<file path="config.mk">
export PLATFORM = sky130hd
export DESIGN_NAME = vga_timing_gen
export DESIGN_NICKNAME = d
export VERILOG_FILES = /design/src/rtl/vga_timing_gen.sv
export SDC_FILE = /design/constraint.sdc
export NUM_CORES = 1
export LEC_CHECK = 0
export ABC_AREA = 1
export BUFFER_PORTS_ARGS = -buffer_cell sky130_fd_sc_hd__buf_2
export CAP_MARGIN = 10
export CORE_ASPECT_RATIO = 0.8
export CORE_MARGIN = 4
export CORE_UTILIZATION = 40
export CTS_CLUSTER_DIAMETER = 200
export DETAILED_ROUTE_END_ITERATION = 10
export GPL_TIMING_DRIVEN = 0
export PLACE_DENSITY_LB_ADDON = 0.3
export SLEW_MARGIN = 20
export SYNTH_ARGS = -nofsm -noshare
export SYNTH_HDL_FRONTEND = slang
export SYNTH_SLANG_ARGS = --single-unit
</file>
<file path="constraint.sdc">
create_clock -name clk -period 1.19 [get_ports clk]
set_input_delay 0.119 -clock clk [delete_from_list [all_inputs] [get_ports clk]]
set_output_delay 0.119 -clock clk [all_outputs]
set_load 0.05 [all_outputs]
</file>
<file path="src/rtl/vga_timing_gen.sv">
// Parametrised raster timing generator.
// Column/row counters advance on pix_en; sync/valid/strobe decode can be
// delayed by LAT pixel steps to line up with a downstream pixel pipeline.
module vga_timing_gen #(
    parameter int H_ACTIVE = 640,
    parameter int H_FP     = 16,
    parameter int H_SYNC   = 96,
    parameter int H_BP     = 48,
    parameter int V_ACTIVE = 480,
    parameter int V_FP     = 10,
    parameter int V_SYNC   = 2,
    parameter int V_BP     = 33,
    parameter int H_POL    = 0,
    parameter int V_POL    = 0,
    parameter int COL_W    = 10,
    parameter int ROW_W    = 10,
    parameter int LAT      = 0
) (
    input  logic             clk,
    input  logic             rst,
    input  logic             pix_en,
    output logic             HSYNC,
    output logic             VSYNC,
    output logic             valid,
    output logic             line_start,
    output logic             frame_start,
    output logic [COL_W-1:0] curr_col,
    output logic [ROW_W-1:0] curr_row
);

    localparam int H_TOTAL = H_ACTIVE + H_FP + H_SYNC + H_BP;
    localparam int V_TOTAL = V_ACTIVE + V_FP + V_SYNC + V_BP;

    // Parameter sanity: reject modes the counters cannot represent.
    if (H_ACTIVE == 0 || H_FP == 0 || H_SYNC == 0 || H_BP == 0 ||
        V_ACTIVE == 0 || V_FP == 0 || V_SYNC == 0 || V_BP == 0 ||
        COL_W == 0 || ROW_W == 0) begin : g_err_zero
        $error("vga_timing_gen: timing parameters and widths must be non-zero");
    end
    if (COL_W > 30 || (H_TOTAL - 1) >= (1 << COL_W)) begin : g_err_colw
        $error("vga_timing_gen: COL_W too small for H_TOTAL-1");
    end
    if (ROW_W > 30 || (V_TOTAL - 1) >= (1 << ROW_W)) begin : g_err_roww
        $error("vga_timing_gen: ROW_W too small for V_TOTAL-1");
    end
    if (LAT < 0 || LAT > 7) begin : g_err_lat
        $error("vga_timing_gen: LAT must be 0..7");
    end

    localparam logic [COL_W-1:0] H_LAST   = COL_W'(H_TOTAL - 1);
    localparam logic [COL_W-1:0] H_VIS    = COL_W'(H_ACTIVE);
    localparam logic [COL_W-1:0] HS_START = COL_W'(H_ACTIVE + H_FP);
    localparam logic [COL_W-1:0] HS_END   = COL_W'(H_ACTIVE + H_FP + H_SYNC);
    localparam logic [ROW_W-1:0] V_LAST   = ROW_W'(V_TOTAL - 1);
    localparam logic [ROW_W-1:0] V_VIS    = ROW_W'(V_ACTIVE);
    localparam logic [ROW_W-1:0] VS_START = ROW_W'(V_ACTIVE + V_FP);
    localparam logic [ROW_W-1:0] VS_END   = ROW_W'(V_ACTIVE + V_FP + V_SYNC);
    localparam logic             HP       = H_POL[0];
    localparam logic             VP       = V_POL[0];

    // All-zero is the inactive/reset value of every field.
    typedef struct packed {
        logic h_act;
        logic v_act;
        logic vis;
        logic ls;
        logic fs;
    } dec_t;

    dec_t dec0;
    dec_t dec_o;
    dec_t dec_out;

    // Raster counters: column wraps at H_LAST and carries into the row.
    always_ff @(posedge clk or posedge rst) begin
        if (rst) begin
            curr_col <= '0;
            curr_row <= '0;
        end else if (pix_en) begin
            if (curr_col == H_LAST) begin
                curr_col <= '0;
                if (curr_row == V_LAST) curr_row <= '0;
                else                    curr_row <= curr_row + 1'b1;
            end else begin
                curr_col <= curr_col + 1'b1;
            end
        end
    end

    // Stage-0 decode of the current counter position.
    always_comb begin
        dec0       = '0;
        dec0.h_act = (curr_col >= HS_START) && (curr_col < HS_END);
        dec0.v_act = (curr_row >= VS_START) && (curr_row < VS_END);
        dec0.vis   = (curr_col < H_VIS) && (curr_row < V_VIS);
        dec0.ls    = (curr_col == '0);
        dec0.fs    = (curr_col == '0) && (curr_row == '0);
    end

    if (LAT == 0) begin : g_nolat
        assign dec_o = dec0;
    end else begin : g_lat
        dec_t dec_pipe [1:LAT];

        // Delay line stepped by pix_en so it tracks pixels, not clocks.
        always_ff @(posedge clk or posedge rst) begin
            if (rst) begin
                for (int i = 1; i <= LAT; i++) dec_pipe[i] <= '0;
            end else if (pix_en) begin
                dec_pipe[1] <= dec0;
                for (int i = 2; i <= LAT; i++) dec_pipe[i] <= dec_pipe[i-1];
            end
        end

        assign dec_o = dec_pipe[LAT];
    end

    // Reset masks the decode: with LAT=0 the counters sit at (0,0) during
    // reset, which would otherwise show as visible plus both strobes.
    assign dec_out = rst ? '0 : dec_o;

    assign HSYNC       = dec_out.h_act ? HP : ~HP;
    assign VSYNC       = dec_out.v_act ? VP : ~VP;
    assign valid       = dec_out.vis;
    assign line_start  = dec_out.ls;
    assign frame_start = dec_out.fs;

endmodule
</file>
==> impl_table.tex <==
\begin{tabular}{lr}
\hline
Metric & Value \\
\hline
\multicolumn{2}{l}{\textbf{Power and ir drop}} \\
Proportion of power drawn by flip-flops and latches & 28.6\% \\
Internal power & approximately 0.0018 W \\
Power Density & around 1600 nW/um\^{}2 \\
Switching power of the nets & between 0.0015 and 0.002 W \\
Leakage Power & between 1 and 1.5 nW \\
Share of total power in combinational logic & a little under three fifths \\
Peak supply drop & $\sim$1100 uV \\
Power share of the clock group & between 10\% and 20\% \\
Switching Share & between 40\% and 50\% \\
\multicolumn{2}{l}{\textbf{Floorplanning}} \\
Horizontal die dimension & approximately 74 um \\
Top-level I/O count & 28 \\
Area of the die & between 4000 and 5000 um\^{}2 \\
Std cell rows & 18 \\
Initial core utilization & between 40\% and 50\% \\
Core Footprint & 3220 um\^{}2 \\
Height of the die & 60.8 um \\
\multicolumn{2}{l}{\textbf{Worst setup path}} \\
Classification of the worst setup path & reg2out \\
Worst path arrival time & about 1500 ps \\
Largest driver fanout on the critical path & 7 \\
Required time reported for the critical path endpoint & roughly 1100 ps \\
Worst Setup Start Kind & flip-flop \\
Endpoint kind of the worst setup timing path & output port \\
FF-to-FF setup slack & -280 ps \\
Highest-delay cell along the critical path & sky130\_fd\_sc\_hd\_\_dfrtp\_2 \\
Delay of the slowest critical-path stage & between 400 and 500 ps \\
Cell-by-cell listing of the critical path & nor4\_1, nor3b\_4, buf\_6 \\
\multicolumn{2}{l}{\textbf{STA}} \\
Hold Violations, Final & 11 \\
Worst slew margin relative to its limit & slightly above 60\% \\
Shortest period the worst path allows & around 1700 ps \\
Count of pins over their slew limit & 0 \\
Crit path setup slack, layout & -467 ps \\
Count of endpoints failing setup in the final report & 25 \\
Final critical-path share of the clock period & 139\% \\
Post-route clock skew & about 11 ps \\
Max frequency & between 0.6 and 0.7 GHz \\
Post-Route Hold Slack & -42.1 ps \\
Unrepaired setup endpoints after global routing & yes \\
Actual transition at the worst max-transition pin & about 570 ps \\
\multicolumn{2}{l}{\textbf{Outcome}} \\
Violated checks & hold timing, setup timing \\
Status & finished, violations left \\
\multicolumn{2}{l}{\textbf{Clock tree}} \\
Worst-path clk slew & 80 ps \\
CTS tree & yes \\
Library cell used as clock root buffer & sky130\_fd\_sc\_hd\_\_clkbuf\_8 \\
Buffer depth of the longest clock path & 2 \\
H-tree lvl count & 1 \\
Clock Sink Count & 20 \\
Clock buffer count from CTS & 3 \\
Clock latency on the worst-skew pair & around 260 ps \\
\multicolumn{2}{l}{\textbf{Cells and area}} \\
Diodes inserted & 0 \\
Commonest non-fill, non-tap cell in the layout & sky130\_fd\_sc\_hd\_\_nand2\_1 \\
Area delta synth->final & 59.5\% \\
Final std cell area, no fill & 2220 um\^{}2 \\
Layout Cells excl Fill & between 200 and 300 \\
Number of fill cells in the layout & roughly 250 \\
Nets & $\sim$260 \\
Most frequent cells in the layout & sky130\_fd\_sc\_hd\_\_nand2\_1 (42), sky130\_fd\_sc\_hd\_\_buf\_4 (23), sky130\_fd\_sc\_hd\_\_dfrtp\_2 (19), sky130\_fd\_sc\_hd\_\_inv\_1 (18) \\
Fraction of layout instances using a drive strength above 1 & a little under three fifths \\
\multicolumn{2}{l}{\textbf{Yosys}} \\
Basic-gate share of the synthesized area counting and, or, nand and nor cells & 40.7\% \\
Yosys warning total & 0 \\
Sequential-to-total area share from yosys stat & between 30\% and 40\% \\
Share of the synthesized area in compound gates (AO/OA/AOI/OAI) & roughly 5.6\% \\
Cell type with the highest aggregate area in the netlist & sky130\_fd\_sc\_hd\_\_dfrtp\_1 \\
Fraction of synthesized area in multiplexers & 0\% \\
Post-synthesis average cell area & between 7 and 8 um\^{}2 \\
Fraction of the mapped netlist area in adder cells & 4.48\% \\
Instance count of the mapped netlist & between 150 and 200 \\
Distinct cell type count after synthesis & 31 \\
Area share of the largest cell type after synthesis & 35.9\% \\
Syn\_nets & between 150 and 200 \\
Combinational family with the most area after synthesis & simple AND/OR/NAND/NOR gates \\
Synthesized-area fraction occupied by xor and xnor cells & 3.14\% \\
Cells taking the most area after synthesis & sky130\_fd\_sc\_hd\_\_dfrtp\_1 (36\%), sky130\_fd\_sc\_hd\_\_nand2\_1 (14\%), sky130\_fd\_sc\_hd\_\_inv\_1 (7.8\%), sky130\_fd\_sc\_hd\_\_nor2\_1 (5.7\%), sky130\_fd\_sc\_hd\_\_nand3\_1 (5.0\%) \\
Number of flip-flops and latches in the synthesized netlist & 20 \\
Post-synth design cell area & about 1400 um\^{}2 \\
\multicolumn{2}{l}{\textbf{Global routing}} \\
Pin count of the biggest net entering global routing & 23 \\
Grt total ovfl & 0 \\
First-pass GRT wire length & 5.87 mm \\
Number of global-route vias before repair & approximately 1300 \\
Number of antenna violations at the first check in global routing & 0 \\
All-layer global routing usage & 17.2\% \\
\multicolumn{2}{l}{\textbf{Route}} \\
DRT antenna net count & 0 \\
DR vias/cell & a little under 5 \\
Final routed wirelength across all metal layers & 3.87 mm \\
Drt first-iter violations & around 140 \\
DRC violations left & 0 \\
DRT Pass-1 Iters & 4 \\
Vias & around 1500 \\
Post-detailed-route wirelength per cell & 13.2 um \\
\multicolumn{2}{l}{\textbf{Placement}} \\
Placed standard-cell area & roughly 1700 um\^{}2 \\
HPWL after DPL & roughly 2.4 mm \\
Placed insts & about 260 \\
GPL Wtd Cong & approximately 0.8 \\
Post-Place Setup Slack & -643 ps \\
Port buffer count & 26 \\
\multicolumn{2}{l}{\textbf{Run}} \\
Maxcap violations & 0 \\
\multicolumn{2}{l}{\textbf{Worst hold path}} \\
Kind of path behind the tightest hold check & in2async \\
\hline
\end{tabular}
## cells in the mapped netlist
master,instances
sky130_fd_sc_hd__nand3_1,14
sky130_fd_sc_hd__nor2_2,4
sky130_fd_sc_hd__buf_4,1
sky130_fd_sc_hd__nor3_1,2
sky130_fd_sc_hd__nand3b_1,1
sky130_fd_sc_hd__nand4_1,3
sky130_fd_sc_hd__nand2_4,2
sky130_fd_sc_hd__nor2_1,21
sky130_fd_sc_hd__nand2_2,1
sky130_fd_sc_hd__nor2_4,5
sky130_fd_sc_hd__xnor2_1,1
sky130_fd_sc_hd__inv_2,3
sky130_fd_sc_hd__nand2_1,51
sky130_fd_sc_hd__o21ai_1,4
sky130_fd_sc_hd__nand3_2,2
sky130_fd_sc_hd__dfrtp_1,20
sky130_fd_sc_hd__nor4_1,1
sky130_fd_sc_hd__nand4_4,1
sky130_fd_sc_hd__o2111ai_1,1
sky130_fd_sc_hd__ha_1,5
sky130_fd_sc_hd__xor2_1,4
sky130_fd_sc_hd__buf_6,1
sky130_fd_sc_hd__inv_1,29
sky130_fd_sc_hd__o21ai_0,6
sky130_fd_sc_hd__nor3b_1,1
sky130_fd_sc_hd__o31ai_1,1
sky130_fd_sc_hd__a31oi_1,1
sky130_fd_sc_hd__a21oi_1,1
sky130_fd_sc_hd__nor3_4,1
sky130_fd_sc_hd__nor3_2,1
sky130_fd_sc_hd__clkinv_1,1
## timing repair
action | in CTS | in global routing
buffers inserted | 18 | 14
resized for setup | 38 | 33
cloned | 1 | 1
endpoints found under the hold margin | 20 | 9
pin swaps | 12 | 20
endpoints found under the setup margin | 23 | 28
## flip-flops by register name (all words and copies together), names as in the netlist
register	count
curr_col	10
curr_row	10
## final timing paths
path	from	end	cells past startpoint
max in group asynchronous	rst	curr_row[4]	3
hold / removal	rst	curr_col[3]	2
min in group clk	pix_en	curr_col[1]	2
setup / recovery	curr_row[2]	frame_start	3
hold reg to reg	curr_col[4]	curr_col[4]	1
setup reg to reg	curr_col[6]	curr_row[4]	9
## final cells by class
cell class                 instances  area [um^2]  share of cell area (%)
multi-input combinational        135          973                    43.8
sequential                        20          524                    23.6
timing repair buffer              58          463                    20.8
inverter                          33          135                    6.07
clock buffer                       4         55.1                    2.47
tap                               40         50.0                    2.25
buffer                             2         18.8                   0.844
timing repair inverter             1         5.00                   0.225
## metrics by stage
step	utilization [%]	total power [W]	setup TNS [ps]
finish	69.1	0.00352	-5570
global route	69.1	0.00375	-7490
CTS	62.7	0.00334	-4700
detailed placement	52.2	0.00244	-4810
global placement	52.2	0.00243	-4730
floorplan	-	0.00214	-5790
## per-layer routing
metal / GRT usage [%] / vias to the layer above / wire [um]
met5: 0 / - / 0
met1: 23.7 / 695 / 1770
met4: 2.58 / 0 / 17
met3: 4.30 / 2 / 224
li1: - / 724 / -
met2: 28.2 / 36 / 1860
## cells by family (layout without fill, tap and decap cells)
kind of cell               count (synthesis)  after routing
and+or+nand+nor                          111            111
xor gates and xnor gates                   5              5
buffers and inverters                     35             98
DFF                                       20             20
adders and majority gates                  5              5
AOI/OAI and AO/OA                         14             14
## power by group through the flow
stage               clock network (W)  registers, W  logic, W
floorplan                           0       0.00152  0.000621
global placement                    0       0.00104   0.00139
detailed placement                  0       0.00105   0.00140
CTS                          0.000549       0.00100   0.00179
global route                 0.000584       0.00103   0.00214
finish                       0.000534       0.00101   0.00198
## critical path, delay by kind of cell (launching register included)
kind                   cells  cell delay [ps]
AND/OR/NAND/NOR            2              610
buffers and inverters      1              180
flip-flops                 1              480
(Power assumes the default switching activity.)
